File: config.mk
export PLATFORM = sky130hd
export DESIGN_NAME = sdpram_be_flat
export DESIGN_NICKNAME = d
export VERILOG_FILES = /design/src/rtl/sdpram_pkg.sv /design/src/rtl/sdpram_be_if.sv /design/src/rtl/sdpram_be_core.sv /design/src/rtl/sdpram_be.sv /design/src/flat_wrapper.sv
export SDC_FILE = /design/constraint.sdc
export NUM_CORES = 1
export LEC_CHECK = 0
export ABC_CLOCK_PERIOD_IN_PS = 3500
export BUFFER_PORTS_ARGS = -buffer_cell sky130_fd_sc_hd__buf_2
export CORE_ASPECT_RATIO = 1.2
export CORE_MARGIN = 2
export CORE_UTILIZATION = 53
export CTS_BUF_LIST = sky130_fd_sc_hd__clkbuf_4 sky130_fd_sc_hd__clkbuf_8
export CTS_CLUSTER_DIAMETER = 30
export DETAILED_ROUTE_END_ITERATION = 10
export PLACE_DENSITY = 0.77
export SYNTH_ARGS = -nofsm -noshare
export SYNTH_HDL_FRONTEND = slang
export SYNTH_SLANG_ARGS = --single-unit
File: constraint.sdc
create_clock -name clk -period 3.5 [get_ports clk]
set_clock_uncertainty 0.05 [all_clocks]
set_input_delay 0 -clock clk [delete_from_list [all_inputs] [get_ports clk]]
set_output_delay 0 -clock clk [all_outputs]
set_load 0.02 [all_outputs]
File: src/rtl/sdpram_pkg.sv
// Shared types and helpers for the byte-enable simple dual-port RAM.
// Pulled in by the interface, the storage core and the top level.
package sdpram_pkg;

    typedef enum logic {
        INIT  = 1'b0,
        READY = 1'b1
    } state_t;

    function automatic int addr_w(input int depth);
        return (depth > 1) ? $clog2(depth) : 1;
    endfunction

endpackage

File: src/rtl/sdpram_be_if.sv
// Write/read request bus of sdpram_be.
// The master side issues requests and the slave side (the RAM) returns read data.
interface sdpram_be_if
    import sdpram_pkg::*;
#(
    parameter int DEPTH  = 16,
    parameter int WIDTH  = 32,
    parameter int BYTE_W = 8
) ();

    localparam int AW  = addr_w(DEPTH);
    localparam int NBE = WIDTH / BYTE_W;

    logic             wenc;
    logic [AW-1:0]    waddr;
    logic [WIDTH-1:0] wdata;
    logic [NBE-1:0]   wbe;
    logic             renc;
    logic [AW-1:0]    raddr;
    logic [WIDTH-1:0] rdata;
    logic             rvalid;

    modport master (
        output wenc, waddr, wdata, wbe, renc, raddr,
        input  rdata, rvalid
    );

    modport slave (
        input  wenc, waddr, wdata, wbe, renc, raddr,
        output rdata, rvalid
    );

endinterface

File: src/rtl/sdpram_be_core.sv
// Bare storage array with a per-lane write and an unregistered (asynchronous) read.
// The caller is responsible for range-checking addresses before using them here.
module sdpram_be_core
    import sdpram_pkg::*;
#(
    parameter  int DEPTH  = 16,
    parameter  int WIDTH  = 32,
    parameter  int BYTE_W = 8,
    localparam int AW     = addr_w(DEPTH),
    localparam int NBE    = WIDTH / BYTE_W
) (
    input  logic             clk,
    input  logic             we,
    input  logic [AW-1:0]    waddr,
    input  logic [WIDTH-1:0] wdata,
    input  logic [NBE-1:0]   wbe,
    input  logic [AW-1:0]    raddr,
    output logic [WIDTH-1:0] rword
);

    logic [WIDTH-1:0] mem [DEPTH];

    always_ff @(posedge clk) begin
        if (we) begin
            for (int i = 0; i < NBE; i++) begin
                if (wbe[i]) begin
                    mem[waddr][i*BYTE_W +: BYTE_W] <= wdata[i*BYTE_W +: BYTE_W];
                end
            end
        end
    end

    assign rword = mem[raddr];

endmodule

File: src/rtl/sdpram_be.sv
// Single-clock simple dual-port RAM with byte enables, write-first forwarding,
// a 1- or 2-cycle read pipeline and a post-reset sweep that loads INIT_VAL everywhere.
module sdpram_be
    import sdpram_pkg::*;
#(
    parameter int               DEPTH      = 16,
    parameter int               WIDTH      = 32,
    parameter int               BYTE_W     = 8,
    parameter int               RD_LATENCY = 1,
    parameter logic [WIDTH-1:0] INIT_VAL   = '0
) (
    input  logic       clk,
    input  logic       rst_n,
    output logic       init_busy,
    sdpram_be_if.slave bus
);

    localparam int            AW      = addr_w(DEPTH);
    localparam int            NBE     = WIDTH / BYTE_W;
    localparam logic [AW:0]   DEPTH_W = (AW+1)'(DEPTH);
    localparam logic [AW-1:0] LAST    = AW'(DEPTH - 1);

    if (RD_LATENCY != 1 && RD_LATENCY != 2) begin : g_bad_latency
        $error("sdpram_be: RD_LATENCY must be 1 or 2");
    end
    if (WIDTH % BYTE_W != 0) begin : g_bad_width
        $error("sdpram_be: WIDTH must be a multiple of BYTE_W");
    end
    if (DEPTH < 2) begin : g_bad_depth
        $error("sdpram_be: DEPTH must be at least 2");
    end

    state_t        state;
    logic [AW-1:0] init_cnt;

    // The counter parks on the last word so it never wraps past DEPTH-1.
    always_ff @(posedge clk) begin
        if (!rst_n) begin
            state     <= INIT;
            init_cnt  <= '0;
            init_busy <= 1'b1;
        end else begin
            case (state)
                INIT: begin
                    if (init_cnt == LAST) begin
                        state     <= READY;
                        init_busy <= 1'b0;
                    end else begin
                        init_cnt  <= init_cnt + 1'b1;
                    end
                end
                READY: begin
                    init_busy <= 1'b0;
                end
                default: begin
                    state     <= INIT;
                    init_busy <= 1'b1;
                end
            endcase
        end
    end

    logic             ready;
    logic             wr_ok;
    logic             rd_in_range;
    logic             rd_accept;
    logic             core_we;
    logic [AW-1:0]    core_waddr;
    logic [WIDTH-1:0] core_wdata;
    logic [NBE-1:0]   core_wbe;
    logic [WIDTH-1:0] core_rword;
    logic [WIDTH-1:0] rd_word;

    assign ready       = (state == READY);
    assign wr_ok       = ready && bus.wenc && ({1'b0, bus.waddr} < DEPTH_W);
    assign rd_in_range = ({1'b0, bus.raddr} < DEPTH_W);
    assign rd_accept   = ready && bus.renc;

    always_comb begin
        core_we    = 1'b0;
        core_waddr = bus.waddr;
        core_wdata = bus.wdata;
        core_wbe   = bus.wbe;
        if (rst_n) begin
            if (!ready) begin
                core_we    = 1'b1;
                core_waddr = init_cnt;
                core_wdata = INIT_VAL;
                core_wbe   = '1;
            end else begin
                core_we    = wr_ok;
            end
        end
    end

    sdpram_be_core #(
        .DEPTH  (DEPTH),
        .WIDTH  (WIDTH),
        .BYTE_W (BYTE_W)
    ) u_core (
        .clk   (clk),
        .we    (core_we),
        .waddr (core_waddr),
        .wdata (core_wdata),
        .wbe   (core_wbe),
        .raddr (bus.raddr),
        .rword (core_rword)
    );

    // Write-first: a same-cycle write to the read address is merged lane by lane.
    always_comb begin
        rd_word = '0;
        if (rd_in_range) begin
            for (int i = 0; i < NBE; i++) begin
                if (wr_ok && (bus.waddr == bus.raddr) && bus.wbe[i]) begin
                    rd_word[i*BYTE_W +: BYTE_W] = bus.wdata[i*BYTE_W +: BYTE_W];
                end else begin
                    rd_word[i*BYTE_W +: BYTE_W] = core_rword[i*BYTE_W +: BYTE_W];
                end
            end
        end
    end

    logic             s1_valid;
    logic [WIDTH-1:0] s1_data;

    always_ff @(posedge clk) begin
        if (!rst_n) begin
            s1_valid <= 1'b0;
            s1_data  <= '0;
        end else begin
            s1_valid <= rd_accept;
            if (rd_accept) begin
                s1_data <= rd_word;
            end
        end
    end

    if (RD_LATENCY == 2) begin : g_lat2
        always_ff @(posedge clk) begin
            if (!rst_n) begin
                bus.rvalid <= 1'b0;
                bus.rdata  <= '0;
            end else begin
                bus.rvalid <= s1_valid;
                if (s1_valid) begin
                    bus.rdata <= s1_data;
                end
            end
        end
    end else begin : g_lat1
        assign bus.rvalid = s1_valid;
        assign bus.rdata  = s1_data;
    end

endmodule

File: src/flat_wrapper.sv
// flat-port wrapper written by rule: the top's interface ports become plain ports
module sdpram_be_flat import sdpram_pkg::*;
#(
    parameter int               DEPTH      = 16,
    parameter int               WIDTH      = 32,
    parameter int               BYTE_W     = 8,
    parameter int               RD_LATENCY = 1,
    parameter logic [WIDTH-1:0] INIT_VAL   = '0
)
  (clk, rst_n, init_busy, bus_wenc, bus_waddr, bus_wdata, bus_wbe, bus_renc, bus_raddr, bus_rdata, bus_rvalid);
  sdpram_be_if #(.DEPTH(DEPTH), .WIDTH(WIDTH), .BYTE_W(BYTE_W)) bus_i ();
  input  logic clk;
  input  logic rst_n;
  output logic init_busy;
  input wire logic [$bits(bus_i.wenc)-1:0] bus_wenc;
  input wire logic [$bits(bus_i.waddr)-1:0] bus_waddr;
  input wire logic [$bits(bus_i.wdata)-1:0] bus_wdata;
  input wire logic [$bits(bus_i.wbe)-1:0] bus_wbe;
  input wire logic [$bits(bus_i.renc)-1:0] bus_renc;
  input wire logic [$bits(bus_i.raddr)-1:0] bus_raddr;
  output wire logic [$bits(bus_i.rdata)-1:0] bus_rdata;
  output wire logic [$bits(bus_i.rvalid)-1:0] bus_rvalid;
  assign bus_i.wenc = bus_wenc;
  assign bus_i.waddr = bus_waddr;
  assign bus_i.wdata = bus_wdata;
  assign bus_i.wbe = bus_wbe;
  assign bus_i.renc = bus_renc;
  assign bus_i.raddr = bus_raddr;
  assign bus_rdata = bus_i.rdata;
  assign bus_rvalid = bus_i.rvalid;
  sdpram_be #(.DEPTH(DEPTH), .WIDTH(WIDTH), .BYTE_W(BYTE_W), .RD_LATENCY(RD_LATENCY), .INIT_VAL(INIT_VAL)) u_core (.clk(clk), .rst_n(rst_n), .init_busy(init_busy), .bus(bus_i));
endmodule
==> summary.md <==
Setup repair after global routing left no endpoint under its margin. The number of placed I/O pins is 82, and the y dimension of the die is 227 microns. The later pin in the worst-skew pair is clocked with a latency of 0.65 ns. The switching component of the power is 3.15 mW. The type of the tightest min-delay check is input pin to flip-flop.

Primary flip-flop cell chosen by synthesis mapping: sky130_fd_sc_hd__edfxtp_1. For the clock network power share, the log shows 43.2%. The die covers 43100 sq um. A synthesized cell averages 17.5 sq um. The number of buffers added by the clock tree synthesis step was 91; the peak ir drop on the vdd network was 0.328 mV.

The count of nets left with antenna violations once routing finished came out at 0. Path type of the worst setup path: flip-flop to flip-flop. The tools report the initial antenna violation count as 3. The pin count of the biggest net entering global routing was 80. The measured slew at the worst slew-check pin came out at 0.874 ns. Detailed placement finished with a half-perimeter wire length of 31800 microns.

Leaving out fill and tap cells, the most frequent cell in the layout is sky130_fd_sc_hd__edfxtp_1. For the endpoint required time on the critical path, the log shows 3.96 ns. For this configuration, the core starts out at a cell density of 53.8%.

Total routing usage reported by global routing: 24.1%. The layout has 2720 filler cells. The run gives 0 as the global-route congestion overflow total. The overall die width came out at 190 microns. The final setup violation count is 0. The kind of end point of the critical path is a flip-flop. The synthesized design contains 551 register bits. Derived from the worst setup path, the maximum achievable clock frequency is 0.300 GHz. The clock transition at the register clock pins on the worst setup and hold paths after CTS works out to 0.06 ns.

In the layout the commonest cells are 512 x sky130_fd_sc_hd__edfxtp_1, 249 x sky130_fd_sc_hd__nand2_1, 130 x sky130_fd_sc_hd__mux4_2, 98 x sky130_fd_sc_hd__clkbuf_8, 78 x sky130_fd_sc_hd__buf_2. The routed wire length per instance works out to 24.1 microns. The run gives 12400 as the via count. Routability-driven placement finished with a final weighted congestion of 0.930.

The area of the core is 40800 sq um, and the summed area of non-filler cells in the final layout is 25900 sq um. The H-tree generated during clock tree synthesis spans 3 levels. STA classifies the critical path startpoint as a flip-flop. Yosys printed 0 warnings. The clock net sink count is 551. The average vias per placed instance works out to 5.91.

The smallest clock period supported by the final layout is computed as 3.33 ns. Count of flip-flops with a built-in enable after synthesis: 512. For this design the static power due to leakage is 9.19 nW. Summed over all layers, the routed wires come to 50700 microns. The fraction of layout cells with a size suffix above 1 came out at 29.7%.

Setup total negative slack on the finished layout was measured at 0 ns. The share of async-settable or async-resettable flops after synthesis is 0%. The area occupied by multi-input gates is 5350 sq um. The total standard cell area after synthesis came out at 22000 sq um.

After synthesis, flip-flops and latches occupy 73.5% of the total area. The synthesized netlist contains 39 unique library cells. The placed instances occupy a cell area of 23300 sq um. The post-synth net total was 1303; the relative area change from synthesis to final layout was 17.9%.

The hold violation count in the final report came out at 0. At the worst endpoint, the arrival time is 3.79 ns. The post-synthesis instance total came out at 1254.

The part of the power in combinational logic came out at 5.7%. Before antenna repair, the detailed router went through 6 iterations. The final number of max-transition violations was 0. The number of buffers added on ports was 81. The period utilization was 95.1%; the maximum number of buffers from clock root to sink was 3. The cell area power density was 554 nW/um^2; the share of power burned in registers was 51.0%. Measured against its own limit, the worst slew margin works out to 41.7%. TritonCTS built the clock tree. Max-cap violations in this run came to 0. Registers take 16200 sq um. The tools report the CTS root buffer as sky130_fd_sc_hd__clkbuf_8. After detailed routing, the number of remaining DRC violations is 0.

The run gives 1213 as the detailed router's first-iteration violation count. Along the worst path, the maximum fanout reaches 24. The via count of the first global-routing pass was 12900; the fraction of power spent switching nets was 22.0%. The run finished with clean final reports. For the number of core rows, the log shows 81.

The net count reported at finish was 1535. The first global-routing pass estimated 76400 microns of wire. The internal power of the cells totals 11.2 mW.
## Yosys cell counts, types with 3 or more instances
cell,number,area share [%]
sky130_fd_sc_hd__o221ai_1,24,0.96
sky130_fd_sc_hd__nand4_2,3,0.17
sky130_fd_sc_hd__o21ai_0,7,0.16
sky130_fd_sc_hd__dfxtp_1,39,3.6
sky130_fd_sc_hd__nor4bb_1,3,0.14
sky130_fd_sc_hd__o221ai_2,8,0.55
sky130_fd_sc_hd__nand3b_1,4,0.14
sky130_fd_sc_hd__nand2b_1,8,0.23
sky130_fd_sc_hd__clkbuf_1,25,0.43
sky130_fd_sc_hd__edfxtp_1,512,70
sky130_fd_sc_hd__and2_1,3,0.085
sky130_fd_sc_hd__buf_1,11,0.19
sky130_fd_sc_hd__inv_1,38,0.65
sky130_fd_sc_hd__mux4_2,130,13
sky130_fd_sc_hd__nand2_1,249,4.3
sky130_fd_sc_hd__o31ai_4,4,0.39
sky130_fd_sc_hd__nor2_1,66,1.1
sky130_fd_sc_hd__nor2b_1,5,0.14
sky130_fd_sc_hd__buf_2,15,0.34
sky130_fd_sc_hd__buf_4,15,0.51
sky130_fd_sc_hd__a21oi_1,61,1.4
## final cells by class
class | instances | area share (%)
flip-flops and latches | 551 | 62.4
clock buffers | 112 | 5.59
inverters | 38 | 0.551
multi-input cells | 597 | 20.7
repair buffers | 207 | 5.91
diodes | 4 | 0.0386
clock inverters | 53 | 2.30
well taps | 539 | 2.60
## routing by layer
metal	GRT usage (%)	share of wire (%)
met1	31.3	39
met2	39.8	50
met3	5.43	8.3
met4	9.85	3.3
met5	0	0
## critical path, stage by stage (launching register included)
cell and delay (ns):
sky130_fd_sc_hd__dfxtp_1 0.43, sky130_fd_sc_hd__nand2b_2 0.48, sky130_fd_sc_hd__buf_4 0.34, sky130_fd_sc_hd__a31oi_2 0.28
sky130_fd_sc_hd__o2111ai_4 0.28, sky130_fd_sc_hd__o31ai_4 0.53, sky130_fd_sc_hd__o221ai_1 0.20, sky130_fd_sc_hd__dlygate4sd3_1 0.61
## cells by family after synthesis
| logic type | after synthesis | synth area share [%] |
|---|---|---|
| AOI/OAI and AO/OA | 115 | 4.11 |
| xor gates and xnor gates | 2 | 0.0797 |
| adders and majority gates | 1 | 0.0569 |
| buffers and inverters | 106 | 2.22 |
| DFF | 551 | 73.5 |
| muxes | 133 | 13.6 |
| and+or+nand+nor | 346 | 6.48 |
## power by group through the flow
stage	clock network (mW)	logic [mW]	registers (mW)
final	6.20	0.825	7.32
after global routing	6.55	0.885	7.33
after CTS	6.28	0.822	7.32
after detailed placement	0	0.789	7.46
after global placement	0	0.772	7.46
after floorplan	0	0.528	7.45
## sequential cells by signal (all words and copies together) (netlist names)
signal and flops:
u_core.u_core.mem 512, u_core.bus.rdata 32, u_core.init_cnt 4, u_core.bus.rvalid 1, u_core.init_busy 1, u_core.ready 1
## worst paths after layout
| check | start | slack (ns) | depth (start not counted) | to |
|---|---|---|---|---|
| worst min-delay path | bus_raddr[2] | 0.04 | 5 | u_core.bus.rdata[10]$_SDFFE_PN0P_ |
| worst max-delay path | u_core.ready$_SDFF_PN0_ | 0.17 | 7 | u_core.bus.rdata[23]$_SDFFE_PN0P_ |
| worst min register to register | u_core.init_busy$_SDFFE_PN1N_ | 0.39 | 2 | u_core.init_busy$_SDFFE_PN1N_ |
| worst max register to register | u_core.ready$_SDFF_PN0_ | 0.17 | 7 | u_core.bus.rdata[23]$_SDFFE_PN0P_ |
## through the flow
step / hold slack [ns] / total power [mW] / utilization [%] / cells / setup WS, ns
after global placement: 0.254 / 8.23 / 57.2 / 1881 / 0.827
after global routing: 0.0793 / 14.8 / 63.4 / 2100 / 0.0402
after detailed placement: 0.258 / 8.25 / 57.2 / 1881 / 0.722
after CTS: 0.00654 / 14.4 / 63.4 / 2097 / 0.262
after floorplan: 0.145 / 7.97 / - / 1254 / 1.40
final: 0.0428 / 14.3 / 63.4 / 2101 / 0.170
## repair_timing
item	4_1_cts	5_1_grt
buffers inserted	0	0
hold buffers	51	0
endpoints found under the hold margin	456	0
resized for setup	0	0
(Power assumes the default switching activity.)
